`config.mk`:
```
export PLATFORM = sky130hd
export DESIGN_NAME = uart_byte_rx_flat
export DESIGN_NICKNAME = d
export VERILOG_FILES = /design/src/rtl/uart_byte_rx_if.sv /design/src/rtl/uart_byte_rx.sv /design/src/flat_wrapper.sv
export SDC_FILE = /design/constraint.sdc
export NUM_CORES = 1
export LEC_CHECK = 0
export BUFFER_PORTS_ARGS = -buffer_cell sky130_fd_sc_hd__buf_2
export CORE_MARGIN = 5
export CORE_UTILIZATION = 60
export DETAILED_ROUTE_END_ITERATION = 7
export HOLD_SLACK_MARGIN = 0.15
export PLACE_DENSITY = 0.8
export SLEW_MARGIN = 15
export SYNTH_ARGS = -nofsm -noshare
export SYNTH_HDL_FRONTEND = slang
export SYNTH_SLANG_ARGS = --single-unit
```
`constraint.sdc`:
```
create_clock -name CLK -period 4 [get_ports CLK]
set_input_delay 0.2 -clock CLK [delete_from_list [all_inputs] [get_ports CLK]]
set_output_delay 0.2 -clock CLK [all_outputs]
set_load 0.005 [all_outputs]
```
`src/rtl/uart_byte_rx_if.sv`:
```
// Byte-side bundle of the UART receiver: serial line in, byte/valid/error/busy out.
// master = receiver, slave = line driver plus byte consumer.
interface uart_byte_rx_if;
    logic       RX;
    logic       RX_vld;
    logic [7:0] RXData;
    logic       frame_err;
    logic       busy;

    modport master (
        input  RX,
        output RX_vld,
        output RXData,
        output frame_err,
        output busy
    );

    modport slave (
        output RX,
        input  RX_vld,
        input  RXData,
        input  frame_err,
        input  busy
    );
endinterface

```
`src/rtl/uart_byte_rx.sv`:
```
// UART 8N1 byte receiver: 2-flop sync, start detect, mid-bit sampling, stop check.
// Latency 2+HALF+9*CYC+1 clocks from start edge; no backpressure, byte must be taken within 10 bit times.
module uart_byte_rx #(
    parameter int CLK_FREQ = 100_000_000,
    parameter int BAUD     = 9600
) (
    input  logic           CLK,
    input  logic           RST,
    uart_byte_rx_if.master bus
);

    localparam int CYC  = CLK_FREQ / BAUD;
    localparam int HALF = CYC / 2;
    localparam int TW   = $clog2(CYC);
    localparam logic [TW-1:0] TMR_LAST  = TW'(CYC - 1);
    localparam logic [TW-1:0] HALF_LAST = TW'(HALF - 1);

    typedef enum logic [2:0] {
        IDLE    = 3'd0,
        START   = 3'd1,
        DATA    = 3'd2,
        STOP    = 3'd3,
        WAIT_HI = 3'd4
    } state_t;

    state_t        state, state_nxt;
    logic          rx_m, rx_s;
    logic [TW-1:0] bit_tmr, tmr_nxt;
    logic [2:0]    bit_idx, idx_nxt;
    logic [7:0]    shift, shift_nxt;
    logic [7:0]    rx_data, data_nxt;
    logic          rx_vld, vld_nxt;
    logic          err, err_nxt;

    // Synchroniser resets to the idle-high line level so reset release is not a start edge.
    always_ff @(posedge CLK or negedge RST) begin
        if (!RST) begin
            rx_m <= 1'b1;
            rx_s <= 1'b1;
        end else begin
            rx_m <= bus.RX;
            rx_s <= rx_m;
        end
    end

    always_ff @(posedge CLK or negedge RST) begin
        if (!RST) begin
            state   <= IDLE;
            bit_tmr <= '0;
            bit_idx <= '0;
            shift   <= '0;
            rx_data <= '0;
            rx_vld  <= 1'b0;
            err     <= 1'b0;
        end else begin
            state   <= state_nxt;
            bit_tmr <= tmr_nxt;
            bit_idx <= idx_nxt;
            shift   <= shift_nxt;
            rx_data <= data_nxt;
            rx_vld  <= vld_nxt;
            err     <= err_nxt;
        end
    end

    always_comb begin
        state_nxt = state;
        tmr_nxt   = bit_tmr + TW'(1);
        idx_nxt   = bit_idx;
        shift_nxt = shift;
        data_nxt  = rx_data;
        vld_nxt   = 1'b0;
        err_nxt   = 1'b0;
        case (state)
            IDLE: begin
                tmr_nxt = '0;
                if (!rx_s) state_nxt = START;
            end
            START: begin
                if (bit_tmr == HALF_LAST) begin
                    tmr_nxt   = '0;
                    idx_nxt   = '0;
                    state_nxt = rx_s ? IDLE : DATA;
                end
            end
            DATA: begin
                if (bit_tmr == TMR_LAST) begin
                    tmr_nxt   = '0;
                    shift_nxt = {rx_s, shift[7:1]};
                    if (bit_idx == 3'd7) state_nxt = STOP;
                    else                 idx_nxt   = bit_idx + 3'd1;
                end
            end
            STOP: begin
                if (bit_tmr == TMR_LAST) begin
                    tmr_nxt = '0;
                    if (rx_s) begin
                        vld_nxt   = 1'b1;
                        data_nxt  = shift;
                        state_nxt = IDLE;
                    end else begin
                        err_nxt   = 1'b1;
                        state_nxt = WAIT_HI;
                    end
                end
            end
            WAIT_HI: begin
                // A held-low line (break) must return high before a new start is accepted.
                tmr_nxt = '0;
                if (rx_s) state_nxt = IDLE;
            end
            default: begin
                tmr_nxt   = '0;
                state_nxt = IDLE;
            end
        endcase
    end

    assign bus.RX_vld    = rx_vld;
    assign bus.RXData    = rx_data;
    assign bus.frame_err = err;
    assign bus.busy      = (state != IDLE);

endmodule
```
`src/flat_wrapper.sv`:
```
// flat-port wrapper written by rule: the top's interface ports become plain ports
module uart_byte_rx_flat 
#(
    parameter int CLK_FREQ = 100_000_000,
    parameter int BAUD     = 9600
)
  (CLK, RST, bus_RX, bus_RX_vld, bus_RXData, bus_frame_err, bus_busy);
  uart_byte_rx_if bus_i ();
  input  logic CLK;
  input  logic RST;
  input wire logic [$bits(bus_i.RX)-1:0] bus_RX;
  output wire logic [$bits(bus_i.RX_vld)-1:0] bus_RX_vld;
  output wire logic [$bits(bus_i.RXData)-1:0] bus_RXData;
  output wire logic [$bits(bus_i.frame_err)-1:0] bus_frame_err;
  output wire logic [$bits(bus_i.busy)-1:0] bus_busy;
  assign bus_i.RX = bus_RX;
  assign bus_RX_vld = bus_i.RX_vld;
  assign bus_RXData = bus_i.RXData;
  assign bus_frame_err = bus_i.frame_err;
  assign bus_busy = bus_i.busy;
  uart_byte_rx #(.CLK_FREQ(CLK_FREQ), .BAUD(BAUD)) u_core (.CLK(CLK), .RST(RST), .bus(bus_i));
endmodule
```
==> flow_summary.ini <==
[run_status]
outcome = finished clean

[die]
die-area_um2 = 4180
die_y_um = 64.7
die_width_um = 64.7
io_pins = 14
start_util_pct = 64.0
fp.coreArea_um2 = 2810
row_count = 19

[power]
combPwrFrac_pct = 1.4
clock_power_share_pct = 40.2
swShare_pct = 19.9
p_seq_share_pct = 58.4
p_per_area_nw_per_um2 = 350
ir_worst_vdd_mv = 0.314
p_leak_nw = 0.930
p_int_mw = 0.558
power_switching_mw = 0.139

[routing]
drt_first_pass_iters = 4
post-route-drc-count = 0
ant_nets = 0
num_vias = 1122
wl_per_cell_um = 14.7
drt_iter0_markers = 26
viasPerCell = 5.75
routed_wirelength_um = 2860

[place]
dpl-instance-area_um2 = 1880
dpl.hpwl_um = 2100
place_inst = 185
gp_congestion = 0.887
numPortBuffers = 13
place_ws_ps = 1710

[timing]
fin_tns_setup_ps = 0
fin_ws_ps = 1670
slew_headroom_pct = 44.6
fin_crit_ps = 2330
final_hold_viol_count = 0
fin_crit_sh_pct = 58.2
fmax_mhz = 429
drv_slew = 0
tightest_slew_ps = 832
fin_skew_ps = 8.74
setup-violations-final = 0
rsz0062_at_grt = false

[clock_network]
cts_root_buffer = clkbuf_4
clk_pin_slew_ps = 120
cts.htree.levels = 2
clock_latency_ps = 350
cts_buffer_depth = 2
clock_sinks = 40
cts_tree = done
cts_buffers = 5
cts_setup_buffers = 0

[logic_synthesis]
synth_edf_count = 0
synth_seq_cells = 40
yosysMostFrequentCell = dfrtp_1
yosys-top-cells-area = dfrtp_1 (53%), mux2_2 (10%), nor2_1 (4.0%)
synth_commonest_cells = dfrtp_1 (38), nor2_1 (19), mux2_2 (16)
synthCells = 144
ys_seq_area_share_pct = 55.9
yosys.area.top_type = dfrtp_1
async_flop_share_pct = 100
synth_ff_type = dfrtp_1
syn_nets = 150
synth_top_area_share_pct = 53.0
syn_avg_cell_area_um2 = 12.5
netlist_area_um2 = 1790
yosysUniqueCellTypes = 35
yosysWarningCount = 0

[grt]
grt_max_degree = 41
antenna_found_initial = 0
grt_pass1_vias = 1193
grt_pass1_wl_um = 5330
grt_usage_pct = 16.7
grt-ovfl-total = 0

[cells_and_area]
fin_nets = 169
drive_gt1_share_pct = 27.4
fillers = 206
design_area_um2 = 1990
finalNonFillerCells = 195
n_antenna_cell = 0
area_growth_pct = 10.9

[setup_path]
path_cells = ha_1 -> nand4_1 -> or4_4 -> a2bb2oi_4 -> mux2_1
cp_slowest_cell = or4_4
worst-path-buf-inv = 0
slowest_delay_ps = 580
cp.required_ps = 4240
crit_family = simple AND/OR/NAND/NOR gates
crit_path_end_kind = register
critical_path_class = reg -> reg
startpoint_type = register
critPathArrivalTime_ps = 2570
crit_fanout = 15

[run]
drv_cap = 0

[hold_path]
min_path_type = reg -> reg
[layout by cell type (no fill, tap or decap)]
cell,n
dlygate4sd3_1,2
a2bb2oi_4,1
and4_1,1
nor4_4,2
ha_1,3
dfstp_2,2
clkbuf_8,1
xnor2_1,8
nor3_1,3
mux2_2,16
mux2_1,2
nor3b_1,1
o31ai_1,1
or4_4,1
buf_2,13
a21oi_1,4
nor2b_1,2
and2_1,1
inv_1,1
xor2_1,3
nand3_2,2
or3b_1,1
or2_1,1
nand4_1,3
dfrtp_1,38
nor2_1,19
clkinv_4,1
nor4_1,2
nand2_1,9
or4b_1,1
a32oi_1,1
or3_1,1
o21ai_0,1
a22o_1,2
or4_1,1
nand4bb_1,2
bufinv_16,1
nand3_1,5
clkbuf_4,5
[power by group through the flow]
stage          sequential [mW]  clock, mW  combinational [mW]
5_1_grt                  0.407      0.307              0.0123
3_5_place_dp             0.415          0             0.00923
6_report                 0.407      0.280             0.00998
3_3_place_gp             0.415          0             0.00890
4_1_cts                  0.407      0.291              0.0107
2_1_floorplan            0.414          0            0.000534
[registers in the layout (all words and copies together), names as in the netlist]
name                  count
u_core.state              3
u_core.shift              8
u_core.bit_idx            3
u_core.bit_tmr           14
u_core.rx_s               1
u_core.bus.RX_vld         1
u_core.bus.RXData         8
u_core.rx_m               1
u_core.bus.frame_err      1
[final cells by class]
class                           count  area, µm²  share of cell area (%)
Multi-Input combinational cell    100        768                    38.6
Timing Repair Buffer               15       85.1                    4.28
Clock inverter                      2       38.8                    1.95
Inverter                            1       3.75                   0.189
Tap cell                           31       38.8                    1.95
Sequential cell                    40       1000                    50.4
Clock buffer                        6       51.3                    2.58
[layer usage]
metal | wire (µm) | up-vias | GRT usage [%]
li1 | - | 549 | -
met1 | 1290 | 554 | 19.7
met2 | 1410 | 13 | 27.8
met3 | 101 | 6 | 5.70
met4 | 51 | 0 | 7.12
met5 | 0 | - | 0
[timing repair]
action / in CTS / in global routing
hold buffers: 2 / 0
endpoints found under the hold margin: 39 / 0
gates resized for setup: 0 / 0
[logic make-up after synthesis]
group / Yosys count / synth area share, %
muxes: 18 / 11.3
and+or+nand+nor: 58 / 19.3
buffers and inverters: 4 / 1.25
DFF: 40 / 55.9
AOI/OAI and AO/OA: 10 / 4.74
adders and majority gates: 3 / 2.09
xor gates and xnor gates: 11 / 5.37
[stage by stage]
step                      power, mW  hold WS [ps]  utilization, %
after floorplan               0.415         -95.6               -
after global placement        0.423           305            67.0
after detailed placement      0.424           307            67.0
after CTS                     0.708           368            70.9
after global routing          0.727           381            70.9
final                         0.697           361            70.9
[worst paths after layout]
| kind | start | endpoint | slack [ps] | depth (start not counted) |
|---|---|---|---|---|
| worst max-delay path | u_core.bit_tmr[0] | u_core.state[0] | 1670 | 5 |
| worst max register to register | u_core.bit_tmr[0] | u_core.state[0] | 1670 | 5 |
| max in group asynchronous | RST | u_core.state[0] | 3000 | 2 |
| worst min register to register | u_core.rx_m | u_core.rx_s | 360 | 0 |
| min in group asynchronous | RST | u_core.bit_idx[1] | 470 | 2 |
| worst min-delay path | u_core.rx_m | u_core.rx_s | 360 | 0 |
No activity file was read; power rests on OpenSTA's default activity.
